===== config.mk =====
export PLATFORM = sky130hd
export DESIGN_NAME = riscv_muldiv_flat
export DESIGN_NICKNAME = d
export VERILOG_FILES = /design/src/rtl/riscv_muldiv_pkg.sv /design/src/rtl/riscv_muldiv_if.sv /design/src/rtl/riscv_muldiv_step.sv /design/src/rtl/riscv_muldiv.sv /design/src/flat_wrapper.sv
export SDC_FILE = /design/constraint.sdc
export NUM_CORES = 1
export LEC_CHECK = 0
export CAP_MARGIN = 20
export CORE_UTILIZATION = 45
export CTS_BUF_LIST = sky130_fd_sc_hd__clkbuf_8
export DETAILED_ROUTE_END_ITERATION = 10
export DONT_BUFFER_PORTS = 1
export SLEW_MARGIN = 20
export SYNTH_ARGS = -nofsm -noshare
export SYNTH_HDL_FRONTEND = slang
export SYNTH_SLANG_ARGS = --single-unit

===== constraint.sdc =====
create_clock -name clk -period 5.3 [get_ports clk]
set_input_delay 1.06 -clock clk [delete_from_list [all_inputs] [get_ports clk]]
set_output_delay 1.06 -clock clk [all_outputs]
set_load 0.05 [all_outputs]

===== src/rtl/riscv_muldiv_pkg.sv =====
// Shared encodings for the iterative RV32M multiply/divide unit.
package riscv_muldiv_pkg;

    localparam logic [2:0] MULDIV_MUL    = 3'd0;
    localparam logic [2:0] MULDIV_MULH   = 3'd1;
    localparam logic [2:0] MULDIV_MULHSU = 3'd2;
    localparam logic [2:0] MULDIV_MULHU  = 3'd3;
    localparam logic [2:0] MULDIV_DIV    = 3'd4;
    localparam logic [2:0] MULDIV_DIVU   = 3'd5;
    localparam logic [2:0] MULDIV_REM    = 3'd6;
    localparam logic [2:0] MULDIV_REMU   = 3'd7;

    localparam int MULDIV_ITERS = 32;

    typedef enum logic [1:0] {
        ST_IDLE = 2'd0,
        ST_CALC = 2'd1,
        ST_DONE = 2'd2
    } muldiv_state_t;

endpackage


===== src/rtl/riscv_muldiv_if.sv =====
// Execute-stage handshake between the operand muxes/writeback and the mul/div unit.
interface riscv_muldiv_if #(parameter int XLEN = 32);
    logic            start;
    logic            kill;
    logic [2:0]      funct3;
    logic [XLEN-1:0] op_a;
    logic [XLEN-1:0] op_b;
    logic            busy;
    logic            done;
    logic [XLEN-1:0] result;

    modport master (output start, kill, funct3, op_a, op_b, input busy, done, result);
    modport slave  (input start, kill, funct3, op_a, op_b, output busy, done, result);
endinterface


===== src/rtl/riscv_muldiv_step.sv =====
// One radix-2 iteration: shift-add for multiply, restoring trial subtract for divide.
module muldiv_step #(parameter int XLEN = 32) (
    input  logic              is_div,
    input  logic [2*XLEN-1:0] acc_in,
    input  logic [XLEN-1:0]   operand,
    output logic [2*XLEN-1:0] acc_out
);
    logic [XLEN:0]   add_sum;
    logic [XLEN:0]   rem_shift;
    logic [XLEN-1:0] diff;
    logic            fits;

    always_comb begin
        add_sum   = {1'b0, acc_in[2*XLEN-1:XLEN]} + (acc_in[0] ? {1'b0, operand} : '0);
        // Remainder shifted left with the next dividend bit; 33 bits so the compare cannot overflow.
        rem_shift = acc_in[2*XLEN-1:XLEN-1];
        fits      = rem_shift >= {1'b0, operand};
        diff      = rem_shift[XLEN-1:0] - operand;
        acc_out   = {add_sum, acc_in[XLEN-1:1]};
        if (is_div) begin
            if (fits) acc_out = {diff, acc_in[XLEN-2:0], 1'b1};
            else      acc_out = {rem_shift[XLEN-1:0], acc_in[XLEN-2:0], 1'b0};
        end
    end
endmodule


===== src/rtl/riscv_muldiv.sv =====
// Iterative RV32M multiply/divide unit; one bit per cycle on operand magnitudes.
// Define RISCV_MULDIV_FAST_MUL_EN for single-cycle multiplies.
module riscv_muldiv
    import riscv_muldiv_pkg::*;
#(
    parameter int XLEN = 32
) (
    input  logic            clk,
    input  logic            rst,
    riscv_muldiv_if.slave   mdu
);
    localparam int CNT_W = $clog2(XLEN);

    muldiv_state_t     state, state_nx;
    logic [CNT_W-1:0]  cnt;
    logic [2*XLEN-1:0] acc, acc_nx, prod;
    logic [XLEN-1:0]   operand_r, result_r;
    logic [2:0]        op_r;
    logic              neg_r;

    logic              accept, last_iter;
    logic              a_sgn, b_sgn, neg_a, neg_b, div_zero, div_ovf, bypass;
    logic [XLEN-1:0]   mag_a, mag_b, bypass_res, quo_rem, fin_res;

`ifdef RISCV_MULDIV_FAST_MUL_EN
    logic [2*XLEN-1:0] fast_a, fast_b, fast_p;
`endif

    always_comb begin
        a_sgn    = !(mdu.funct3 inside {MULDIV_MULHU, MULDIV_DIVU, MULDIV_REMU});
        b_sgn    = mdu.funct3 inside {MULDIV_MUL, MULDIV_MULH, MULDIV_DIV, MULDIV_REM};
        neg_a    = a_sgn & mdu.op_a[XLEN-1];
        neg_b    = b_sgn & mdu.op_b[XLEN-1];
        mag_a    = neg_a ? -mdu.op_a : mdu.op_a;
        mag_b    = neg_b ? -mdu.op_b : mdu.op_b;
        div_zero = mdu.funct3[2] && (mdu.op_b == '0);
        div_ovf  = (mdu.funct3 inside {MULDIV_DIV, MULDIV_REM})
                   && (mdu.op_a == {1'b1, {(XLEN-1){1'b0}}}) && (mdu.op_b == '1);
        bypass     = div_zero | div_ovf;
        bypass_res = '0;
        if (div_zero)     bypass_res = mdu.funct3[1] ? mdu.op_a : '1;
        else if (div_ovf) bypass_res = mdu.funct3[1] ? '0 : mdu.op_a;
`ifdef RISCV_MULDIV_FAST_MUL_EN
        // Sign-extending to 2*XLEN keeps the low 2*XLEN product bits exact for every signedness mix.
        fast_a = {{XLEN{neg_a}}, mdu.op_a};
        fast_b = {{XLEN{b_sgn & mdu.op_b[XLEN-1]}}, mdu.op_b};
        fast_p = fast_a * fast_b;
        if (!mdu.funct3[2]) begin
            bypass     = 1'b1;
            bypass_res = (mdu.funct3 == MULDIV_MUL) ? fast_p[XLEN-1:0] : fast_p[2*XLEN-1:XLEN];
        end
`endif
    end

    assign accept    = ((state == ST_IDLE) || (state == ST_DONE)) && mdu.start && !mdu.kill;
    assign last_iter = (state == ST_CALC) && (cnt == CNT_W'(MULDIV_ITERS - 1));

    muldiv_step #(.XLEN(XLEN)) u_step (
        .is_div  (op_r[2]),
        .acc_in  (acc),
        .operand (operand_r),
        .acc_out (acc_nx)
    );

    // Sign correction of the final iteration's output, registered on the CALC->DONE edge.
    always_comb begin
        prod    = neg_r ? -acc_nx : acc_nx;
        quo_rem = op_r[1] ? acc_nx[2*XLEN-1:XLEN] : acc_nx[XLEN-1:0];
        if (op_r[2])                 fin_res = neg_r ? -quo_rem : quo_rem;
        else if (op_r == MULDIV_MUL) fin_res = prod[XLEN-1:0];
        else                         fin_res = prod[2*XLEN-1:XLEN];
    end

    always_ff @(posedge clk or posedge rst) begin
        if (rst) state <= ST_IDLE;
        else     state <= state_nx;
    end

    always_comb begin
        state_nx = state;
        case (state)
            ST_IDLE, ST_DONE: state_nx = accept ? (bypass ? ST_DONE : ST_CALC) : ST_IDLE;
            ST_CALC:          if (last_iter) state_nx = ST_DONE;
            default:          state_nx = ST_IDLE;
        endcase
        if (mdu.kill) state_nx = ST_IDLE;
        mdu.busy = (state == ST_CALC);
        mdu.done = (state == ST_DONE);
    end

    always_ff @(posedge clk or posedge rst) begin
        if (rst) begin
            cnt       <= '0;
            acc       <= '0;
            operand_r <= '0;
            op_r      <= '0;
            neg_r     <= 1'b0;
            result_r  <= '0;
        end else if (accept) begin
            op_r      <= mdu.funct3;
            cnt       <= '0;
            acc       <= {{XLEN{1'b0}}, mag_a};
            operand_r <= mag_b;
            neg_r     <= (mdu.funct3[2] & mdu.funct3[1]) ? neg_a : (neg_a ^ neg_b);
            if (bypass) result_r <= bypass_res;
        end else if ((state == ST_CALC) && !mdu.kill) begin
            acc <= acc_nx;
            cnt <= cnt + 1'b1;
            if (last_iter) result_r <= fin_res;
        end
    end

    assign mdu.result = result_r;

endmodule


===== src/flat_wrapper.sv =====
// flat-port wrapper written by rule: the top's interface ports become plain ports
module riscv_muldiv_flat import riscv_muldiv_pkg::*;
#(
    parameter int XLEN = 32
)
  (clk, rst, mdu_start, mdu_kill, mdu_funct3, mdu_op_a, mdu_op_b, mdu_busy, mdu_done, mdu_result);
  riscv_muldiv_if #(.XLEN(XLEN)) mdu_i ();
  input  logic clk;
  input  logic rst;
  input wire logic [$bits(mdu_i.start)-1:0] mdu_start;
  input wire logic [$bits(mdu_i.kill)-1:0] mdu_kill;
  input wire logic [$bits(mdu_i.funct3)-1:0] mdu_funct3;
  input wire logic [$bits(mdu_i.op_a)-1:0] mdu_op_a;
  input wire logic [$bits(mdu_i.op_b)-1:0] mdu_op_b;
  output wire logic [$bits(mdu_i.busy)-1:0] mdu_busy;
  output wire logic [$bits(mdu_i.done)-1:0] mdu_done;
  output wire logic [$bits(mdu_i.result)-1:0] mdu_result;
  assign mdu_i.start = mdu_start;
  assign mdu_i.kill = mdu_kill;
  assign mdu_i.funct3 = mdu_funct3;
  assign mdu_i.op_a = mdu_op_a;
  assign mdu_i.op_b = mdu_op_b;
  assign mdu_busy = mdu_i.busy;
  assign mdu_done = mdu_i.done;
  assign mdu_result = mdu_i.result;
  riscv_muldiv #(.XLEN(XLEN)) u_core (.clk(clk), .rst(rst), .mdu(mdu_i));
endmodule

### Word level (Yosys, flattened, before mapping)

Index checks and enable logic that the tools add are counted.
W data, S select, Z words.

| cells by class | value |
|---|---|
| add/subtract/negate cells | 7 |
| order comparisons | 1 |
| eq/ne operators | 13 |
| muxes and demuxes | 28 |
| bitwise logic cells | 5 |
| reductions and logical operators | 21 |

Operator list:

| cell | count |
|---|---|
| $mux W32 | 15 |
| $mux W64 | 5 |
| $neg A32 Y32 | 3 |
| $eq A32 B32 Y1 const B | 2 |
| $neg A64 Y64 | 1 |
| $add A32 B33 Y33 | 1 |
| $ge A33 B32 Y1 | 1 |
| $logic_not A32 Y1 | 1 |
| $sub A32 B32 Y32 | 1 |
| $eq A3 B3 Y1 const B | 4 |
| $mux W5 | 2 |
| $mux W2 | 4 |
| $logic_and A1 B1 Y1 | 7 |
| $logic_not A3 Y1 | 2 |
| $reduce_bool A2 Y1 | 3 |
| $add A5 B1 Y5 const B | 1 |
| $eq A5 B5 Y1 const B | 1 |
| $pmux W2 S2 | 1 |
| $reduce_bool A4 Y1 | 1 |
| $and A1 B1 Y1 | 3 |
| $eq A3 B1 Y1 const B | 1 |
| $eq A3 B2 Y1 const B | 1 |
| $ne A3 B2 Y1 const B | 1 |
| $reduce_and A3 Y1 | 1 |
| other kinds (11) | 12 |

| storage, ports and cells | value |
|---|---|
| bits in registers | 139 |
| bits of input ports | 71 |
| output and inout port bits | 34 |
| logic and storage cells | 82 |

### Longest topological paths before layout

Gate-level depths: netlist (run 1).

| logic depth | value |
|---|---|
| depth after elaboration | 10 |
| gate-level depth with buffers | 24 |
| mapped depth without buffers | 19 |

### Modules after synthesis

From an unflattened synthesis (run 1), not the netlist that was laid out.

| unflattened totals | value |
|---|---|
| cells, all modules | 2096 |
| area total of the unflattened synthesis | 15756.4 µm² |

Modules (own cells, without submodules):

| module | times used | cells each | area an instance (µm²) | sequential area each (µm²) |
|---|---|---|---|---|
| riscv_muldiv | 1 | 1408 | 10939.2 | 3478.3 |
| muldiv_step | 1 | 688 | 4817.1 | 0.0 |

### Worst setup path before layout (run 1)

Ideal clock, no wire load.

| timing path | value |
|---|---|
| kind | register to register |
| start | reg u_core.acc[41] |
| end | reg u_core.result_r[24] (netlist: u_core.mdu.result[24]) |
| setup time | 0.132 ns |
| data arrival time | 5.499 ns |
| data required time | 5.168 ns |
| path slack | -0.331 ns |
| cell stages (with the launch flop) | 22 |
| buffers on the path | 3 |
| clock period less this slack | 5.631 ns |
| cell sequence | dfrtp_1 ha_1 buf_6 a21o_1 a31o_1 a221o_1 o21ai_2 buf_2 buf_4 a21oi_1 a21oi_1 ha_1 nand3_1 or3_1 or3_1 or3_1 nor3_1 and2_1 nor3b_1 mux2_2 a221oi_1 o21ai_0 |

| on the way | value |
|---|---|
| word-level cells in the longest chain between the ends | 10 |
| elaborated cells on any way between the ends | 15 |
| those cells by class | add/sub (4); order compare (1); mux (10) |

RTL lines:

| element | line | text |
|---|---|---|
| from (decl) | riscv_muldiv.sv:16 | `logic [2*XLEN-1:0] acc, acc_nx, prod;` |
| from (signal assigned) | riscv_muldiv.sv:102 | `acc <= {{XLEN{1'b0}}, mag_a};` |
| from (signal assigned) | riscv_muldiv.sv:107 | `acc <= acc_nx;` |
| $sub A32 B32 Y32 / $ge A33 B32 Y1 (equally long branches) | riscv_muldiv_step.sv:18, riscv_muldiv_step.sv:17 |  |
| $mux W64 | riscv_muldiv_step.sv:21 | `if (fits) acc_out = {diff, acc_in[XLEN-2:0], 1'b1};` |
| $mux W64 (*) | riscv_muldiv_step.sv:20 | `if (is_div) begin` |
| $neg A64 Y64 / $mux W32 (equally long branches) | riscv_muldiv.sv:67, riscv_muldiv.sv:68 |  |
| $mux W64 / $neg A32 Y32 (equally long branches) | riscv_muldiv.sv:67, riscv_muldiv.sv:69 |  |
| $mux W32 (on tied branches) | riscv_muldiv.sv:70, riscv_muldiv.sv:69 |  |
| $mux W32 (*) | riscv_muldiv.sv:69 | `if (op_r[2]) fin_res = neg_r ? -quo_rem : quo_rem;` |
| $mux W32 (*) | riscv_muldiv.sv:109 | `if (last_iter) result_r <= fin_res;` |
| $mux W32 (*) | riscv_muldiv.sv:106 | `end else if ((state == ST_CALC) && !mdu.kill) begin` |
| $mux W32 (*) | riscv_muldiv.sv:99 | `end else if (accept) begin` |
| to (signal assigned) | riscv_muldiv.sv:105 | `if (bypass) result_r <= bypass_res;` |
| to (signal assigned) | riscv_muldiv.sv:109 |  |
| to (decl) | riscv_muldiv.sv:17 | `logic [XLEN-1:0] operand_r, result_r;` |

Every way passes the cells marked *; elsewhere a longest branch is shown, timed or not. The select of a mux whose other input is x is not followed.
A chain may end at the register's enable or synchronous reset.

### Worst setup path in the final report (run 1)

| timing path | value |
|---|---|
| start | reg u_core.acc[41] |
| end | reg u_core.result_r[31] (netlist: u_core.mdu.result[31]) |

The elaborated chain is that of the path after synthesis.

==> flow_metrics.py, run 1 <==
metrics = {
    "placed_design": {
        "port_buffers": 0,
        "gp_congestion": 1.03,
        "dpl.hpwl_mm": 59.4,
    },
    "hold_path": {
        "worst_hold_path_type": "reg -> reg",
    },
    "yosys": {
        "mappedNetlistNets": 2456,
        "synthCells": 2312,
        "synth_compound_area_share_pct": 31.4,
        "yosys.area_share.simple_pct": 23.0,
        "ys.warnings.count": 0,
        "ys_seq_area_share_pct": 20.9,
        "ys.flop_type": "dfrtp_1",
        "synthArstFlopShare_pct": 100,
        "yosys.cell_types.count": 94,
        "synth_seq_cells": 139,
        "synthAdderAreaFrac_pct": 5.58,
        "synth_edf_count": 0,
        "yosys-mux-area-fraction_pct": 5.17,
        "syn_area_per_cell_um2": 7.20,
        "synth_top_family_by_area": "compound AO/OA/AOI/OAI gates",
        "synth_xor_area_share_pct": 8.32,
        "syn_area_mm2": 0.0166,
    },
    "floorplan": {
        "die_area_mm2": 0.0378,
        "die_w_um": 194,
        "core_mm2": 0.0365,
        "start_util_pct": 45.6,
        "die_h_um": 194,
        "num_rows": 70,
        "io_pins": 105,
    },
    "pwr": {
        "power.density_mw_per_mm2": 621,
        "ir_drop_mv": 0.300,
        "power.leakage_nw": 7.67,
        "p_total_mw": 11.6,
    },
    "routing": {
        "vias_per_cell": 6.77,
        "wire_per_inst_um": 27.1,
        "routed_wl_mm": 76.6,
        "drc": 0,
        "num_vias": 19134,
        "ant_nets": 0,
        "drt_pre_antenna_iters": 9,
        "drt_iter0_markers": 2744,
    },
    "critical_path": {
        "crit_path_max_fanout": 12,
        "endpoint_kind": "flip-flop",
        "cp_slowest_stage_delay_ns": 0.53,
        "worstPathCellList": "ha_1 > a21o_1 > a31o_1 > a221o_1 > buf_4 > o21a_4 > nor2_8 > buf_6 > o41ai_1 > mux4_2 > a2111o_1 > or4b_1 > or4_4 > o31ai_4 > xnor2_1 > a31oi_1",
        "critPathSlowestCell": "mux4_2",
        "worstSetupPathType": "reg -> reg",
        "critPathRequiredTime_ns": 5.71,
        "startpoint_type": "flip-flop",
        "worstPathArrival_ns": 5.63,
    },
    "clock_tree": {
        "numCtsBuffers": 17,
        "cts_sinks": 139,
        "cts_root_buffer": "clkbuf_8",
        "hold_buffers": 0,
        "clk_pin_slew_worst_paths_ns": 0.10,
        "clk_latency_ns": 0.53,
        "htreeDepth": 4,
        "clock_path_buffers": 2,
        "cts_tree": "done",
    },
    "layout": {
        "fin_nets": 2488,
        "post-route-util_pct": 51.0,
        "syn2layout_area_growth_pct": 11.9,
        "drive_gt1_share_pct": 13.4,
    },
    "sta": {
        "setup_tns_ns": 0,
        "worstMarginPinSlew_ns": 1.07,
        "min_period_ns": 5.22,
        "holdWs_ns": 0.482,
        "final.period_utilization_pct": 98.5,
        "hold_viol_final": 0,
        "clock_skew_ns": 0.0231,
        "setup_violations": 0,
        "clock.fmax_mhz": 192,
        "drv_slew": 0,
        "maxSlewHeadroom_pct": 28.6,
    },
    "global_route": {
        "grt_pass1_vias": 17790,
        "grt_overflow_total": 0,
        "grt_usage_pct": 39.9,
        "grt_pass1_wl_mm": 113,
        "grt_start_max_net_pins": 83,
        "antenna_found_initial": 7,
    },
    "job": {
        "cap_violations": 0,
    },
    "status": {
        "status": "finished, final reports clean",
    },
}
==> repair_timing <==
item | in CTS | in global routing
setup endpoints to repair | 2 | 12
cloned | 0 | 1
setup buffers | 0 | 3
resized for setup | 3 | 31
pin swaps | 0 | 5
==> cell type report <==
class / instances / area [µm²]
tap: 468 / 586
clock buffer: 20 / 275
inverter: 77 / 298
fill: 3704 / 17900
sequential: 139 / 3490
multi-input combinational: 1932 / 12400
timing repair buffer: 177 / 1430
antenna: 3 / 7.51
clock inverter: 12 / 145
==> worst max-delay path: cells and delay by family, from the launching register on <==
family                     cells  cell delay (ns)
muxes                          1             0.53
AOI/OAI and AO/OA              8             2.13
buffers and inverters          2             0.40
and+or+nand+nor                3             1.08
xor gates and xnor gates       1             0.14
adders and majority gates      1             0.36
DFF                            1             0.44
==> state kept, by name, indices dropped and copies added (netlist names) <==
register and count:
u_core.mdu.result 32, u_core.operand_r 32, u_core.state 2, u_core.neg_r 1
u_core.acc 64, u_core.cnt 5, u_core.op_r 3
==> cell usage in the layout, fill, tap and decap left out, types with 32 or more instances in the layout <==
cell type and count:
a21o_1 36, a21oi_1 184, a31oi_1 33, buf_4 169, dfrtp_1 135, ha_1 66
inv_1 75, mux2i_1 59, nand2_1 268, nand3_1 47, nand4_1 32, nor2_1 208
nor3_1 69, o211ai_1 54, o21ai_0 224, o31ai_1 32, xnor2_1 80, xor2_1 78
==> cells in the mapped netlist (15+ instances only) <==
library cell  count  area, µm²
mux2i_1          59        591
or2_2            17        106
mux2_2           20        225
a21o_1           36        270
o22ai_1          24        150
a21oi_1         193        966
ha_1             71        888
o21ai_0         228       1140
and2_1           17        106
or3_1            29        181
nand2_1         269       1010
nor2_1          211        792
o31ai_1          32        240
inv_1            75        282
xor2_1           78        683
or4_1            15        113
a211oi_1         30        225
dfrtp_1         139       3480
o21a_1           16        120
nor4_1           26        163
xnor2_1          80        701
nand3_1          47        235
o211ai_1         54        405
a31oi_1          33        206
nand4_1          32        200
clkbuf_1        126        473
buf_1            20       75.1
nor3_1           72        360
buf_2            16       80.1
==> per-stage QoR <==
step                      setup WS [ns]  instance area (µm²)  cells
after floorplan                 0.00813                16700   2312
after global placement           0.0164                18000   2789
after detailed placement        -0.0878                18000   2789
after CTS                       0.00637                18400   2821
after global routing            -0.0296                18600   2825
final                            0.0792                18600   2828
==> kinds of logic (layout without fill, tap and decap cells) <==
group                    after synthesis  in the layout
flip-flops                           139            139
AND/OR/NAND/NOR                      811            811
buffers and inverters                241            286
other                                  0              3
XOR/XNOR                             158            158
multiplexers                          81             81
adder cells (fa/ha/maj)               73             73
AO/OA/AOI/OAI                        809            809
==> routing by layer <==
metal	global-route usage [%]	part of all wire, %	vias up
met3	9.86	11	181
met4	15.3	3.6	4
li1	-	-	8602
met5	0	0.063	-
met1	54.6	42	9154
met2	60.3	43	1193
==> path summary, 6_finish.rpt <==
check / from / to / slack, ns / cells after the start
max in group asynchronous: rst / u_core.op_r[2] / 3.64 / 2
max: u_core.acc[41] / u_core.mdu.result[31] / 0.08 / 16
max reg2reg: u_core.acc[41] / u_core.mdu.result[31] / 0.08 / 16
min: u_core.operand_r[20] / u_core.operand_r[20] / 0.48 / 2
min in group asynchronous: rst / u_core.operand_r[21] / 0.49 / 1
min reg2reg: u_core.operand_r[20] / u_core.operand_r[20] / 0.48 / 2
==> where the power goes <==
part	internal (mW)	switching, mW	total (mW)
Combinational	3.35	5.51	8.86
Clock	0.500	0.526	1.03
Sequential	1.31	0.371	1.68
Note: power is estimated with default switching activity, not from simulation.
==> inputs of run 2 (changes only) <==
ABC_AREA = 1   (was default)
CTS_BUF_LIST = default   (was sky130_fd_sc_hd__clkbuf_8)
==> run 2 against run 1 <==
Compared with the run above: die area increased by 11%; core utilization down 1.7 points; combinational power down 4.4%; largest cell class unchanged; highest routed layer is now met4.
==> flow_metrics.py, run 2 <==
metrics = {
    "status": {
        "status": "finished, final reports clean",
    },
    "yosys": {
        "ys_seq_area_share_pct": 18.8,
        "syn_area_mm2": 0.0185,
        "synth_common_cells": "nand2_1 (1033), inv_1 (461), nand3_1 (338), nor2_1 (335), o21ai_0 (193)",
        "yosys.area.top_type": "nand2_1",
        "synthCells": 3329,
        "ys.warnings.count": 0,
        "ys.flop_type": "dfrtp_1",
        "synth_area_leaders": "nand2_1 (21%), dfrtp_1 (19%), inv_1 (9.4%)",
        "mappedNetlistNets": 3473,
        "yosys.cell_types.count": 56,
        "synth_edf_count": 0,
        "yosysTopAreaCellShare_pct": 21.0,
        "synth_seq_cells": 139,
        "syn_area_per_cell_um2": 5.55,
        "synthArstFlopShare_pct": 100,
        "synth_most_common_cell": "nand2_1",
    },
    "pwr": {
        "ir_drop_mv": 0.342,
        "power.density_mw_per_mm2": 611,
        "p_total_mw": 12.1,
        "power.leakage_nw": 10.4,
    },
    "placed_design": {
        "gp_congestion": 1.06,
        "dpl.hpwl_mm": 71.3,
        "place_area_mm2": 0.0191,
        "port_buffers": 0,
        "pre_cts_ws_ns": 0.535,
    },
    "critical_path": {
        "cp_slowest_stage_delay_ns": 0.63,
        "crit_path_max_fanout": 14,
        "worstSetupPathType": "reg -> reg",
        "critPathSlowestCell": "nor3_1",
        "path_common_cell": "nand2_1",
        "endpoint_kind": "flip-flop",
        "cp_top_family": "simple AND/OR/NAND/NOR gates",
        "worstPathArrival_ns": 5.47,
        "startpoint_type": "flip-flop",
        "worstPathCellList": "buf_4 > nand2_1 > inv_1 > ha_1 > nand4_1 > nor3_1 > nand3_1 > nand3_1 > nand2_1 > nand2_1 > nand2_1 > nand2_2 > nand2_1 > nand2_1 > nand2_1 > nor2_1 > nand2_1 > nand2_1 > nand4_1 > nand3_1 > nand3_1 > a21oi_1",
        "cp.buffers_inverters": 2,
        "reg2reg_slack_ns": 0.22,
        "critPathRequiredTime_ns": 5.69,
    },
    "routing": {
        "ant_nets": 0,
        "routed_wl_mm": 89.1,
        "wire_per_inst_um": 23.2,
        "drc": 0,
        "num_vias": 22936,
        "vias_per_cell": 5.98,
        "drt_pre_antenna_iters": 6,
        "drt_iter0_markers": 3266,
    },
    "layout": {
        "fin_nets": 3441,
        "largest_reg_flops": 64,
        "n_antenna_cell": 0,
        "layout_common_cells": "nand2_1 (1031), inv_1 (459), nand3_1 (337)",
        "drive_gt1_share_pct": 6.89,
        "final_common_cell": "nand2_1",
        "top_register": "u_core.acc",
        "syn2layout_area_growth_pct": 6.77,
        "design_area_mm2": 0.0197,
    },
    "sta": {
        "final.period_utilization_pct": 95.8,
        "rsz0062_at_grt": "no",
        "holdWs_ns": 0.514,
        "min_period_ns": 5.08,
        "worstMarginPinSlew_ns": 1.09,
        "setup_violations": 0,
        "drv_slew": 0,
        "clock.fmax_mhz": 197,
        "clock_skew_ns": 0.0158,
        "maxSlewHeadroom_pct": 26.5,
        "fin_ws_ns": 0.222,
        "setup_tns_ns": 0,
        "hold_viol_final": 0,
    },
    "clock_tree": {
        "htreeDepth": 4,
        "cts_sinks": 139,
        "clk_latency_ns": 0.48,
        "clk_pin_slew_worst_paths_ns": 0.06,
        "cts_setup_buffers": 0,
        "cts_tree": "done",
        "cts_root_buffer": "clkbuf_16",
        "clock_path_buffers": 2,
        "hold_buffers": 0,
        "numCtsBuffers": 17,
        "cts-resized-gates": 0,
    },
    "hold_path": {
        "worst_hold_path_type": "reg -> reg",
    },
    "global_route": {
        "globalRouteMet2Util_pct": 58.9,
        "grt_usage_pct": 42.3,
        "grt_start_max_net_pins": 91,
        "grt.busiest_layer": "met1",
        "grt_use_met3_pct": 11.3,
        "grt_pass1_wl_mm": 131,
        "grt_overflow_total": 0,
        "antenna_found_initial": 1,
        "grt_use_met1_pct": 61.7,
        "grt_pass1_vias": 20672,
    },
    "job": {
        "cap_violations": 0,
    },
    "floorplan": {
        "start_util_pct": 46.1,
        "core_mm2": 0.0401,
        "num_rows": 73,
        "io_pins": 105,
        "die_area_mm2": 0.0419,
        "die_w_um": 205,
        "die_h_um": 205,
    },
}
==> run 2: cell count changes after synthesis, moves of 59 or more <==
| cell | delta |
|---|---|
| nand2_1 | +764 |
| inv_1 | +386 |
| nand3_1 | +291 |
| nor2_1 | +124 |
| xnor2_1 | -61 |
| clkbuf_1 | -60 |
| mux2i_1 | -59 |
==> run 2: worst register-to-register path, cell delays in order, from the launching register on <==
cell and delay, ns:
dfrtp_1 0.54, buf_4 0.27, nand2_1 0.14, inv_1 0.07, ha_1 0.40, nand4_1 0.37
nor3_1 0.64, nand3_1 0.41, nand3_1 0.19, nand2_1 0.08, nand2_1 0.06, nand2_1 0.06
nand2_2 0.22, nand2_1 0.18, nand2_1 0.15, nand2_1 0.10, nor2_1 0.17, nand2_1 0.07
nand2_1 0.13, nand4_1 0.11, nand3_1 0.19, nand3_1 0.24, a21oi_1 0.21
==> run 2: kinds of logic (layout without fill, tap and decap cells) <==
group | count (synthesis) | count (layout) | synth area share, %
and+or+nand+nor | 1953 | 1953 | 45.5
buffers and inverters | 593 | 574 | 12.7
DFF | 139 | 139 | 18.8
xor gates and xnor gates | 61 | 61 | 2.89
adders and majority gates | 73 | 73 | 5.02
AOI/OAI and AO/OA | 510 | 510 | 15.0
==> run 2: final cells by class <==
cell class              instances  area (µm²)
clock buffers                  18         429
repair buffers                 70         538
well taps                     525         657
clock inverters                14         171
flip-flops and latches        139        3490
multi-input cells            2597       12700
fillers                      4479       20400
inverters                     472        1780
==> run 2: final timing paths <==
path / cells after the start / start / endpoint
max reg2reg: 22 / u_core.acc[0] / u_core.mdu.result[30]
min: 2 / u_core.op_r[0] / u_core.op_r[0]
max in group asynchronous: 2 / rst / u_core.mdu.result[19]
min in group asynchronous: 1 / rst / u_core.operand_r[15]
max: 22 / u_core.acc[0] / u_core.mdu.result[30]
min reg2reg: 2 / u_core.op_r[0] / u_core.op_r[0]
==> run 2: report_power, final <==
part | switching (mW) | leakage [nW] | total [mW] | internal (mW)
Clock | 0.585 | 0.287 | 1.33 | 0.742
Sequential | 0.854 | 1.69 | 2.26 | 1.40
Combinational | 6.04 | 8.39 | 8.47 | 2.43
==> run 2: per-layer routing <==
metal | share of wire (%) | vias to the layer above
li1 | - | 10671
met1 | 43 | 10717
met2 | 40 | 1397
met3 | 13 | 151
met4 | 3.6 | 0
met5 | 0 | -
==> run 2: metrics by stage <==
| stage | util, % | instances |
|---|---|---|
| after floorplan | - | 3329 |
| after global placement | 47.7 | 3803 |
| after detailed placement | 47.7 | 3803 |
| after CTS | 49.2 | 3835 |
| after global routing | 49.2 | 3835 |
| final | 49.2 | 3835 |
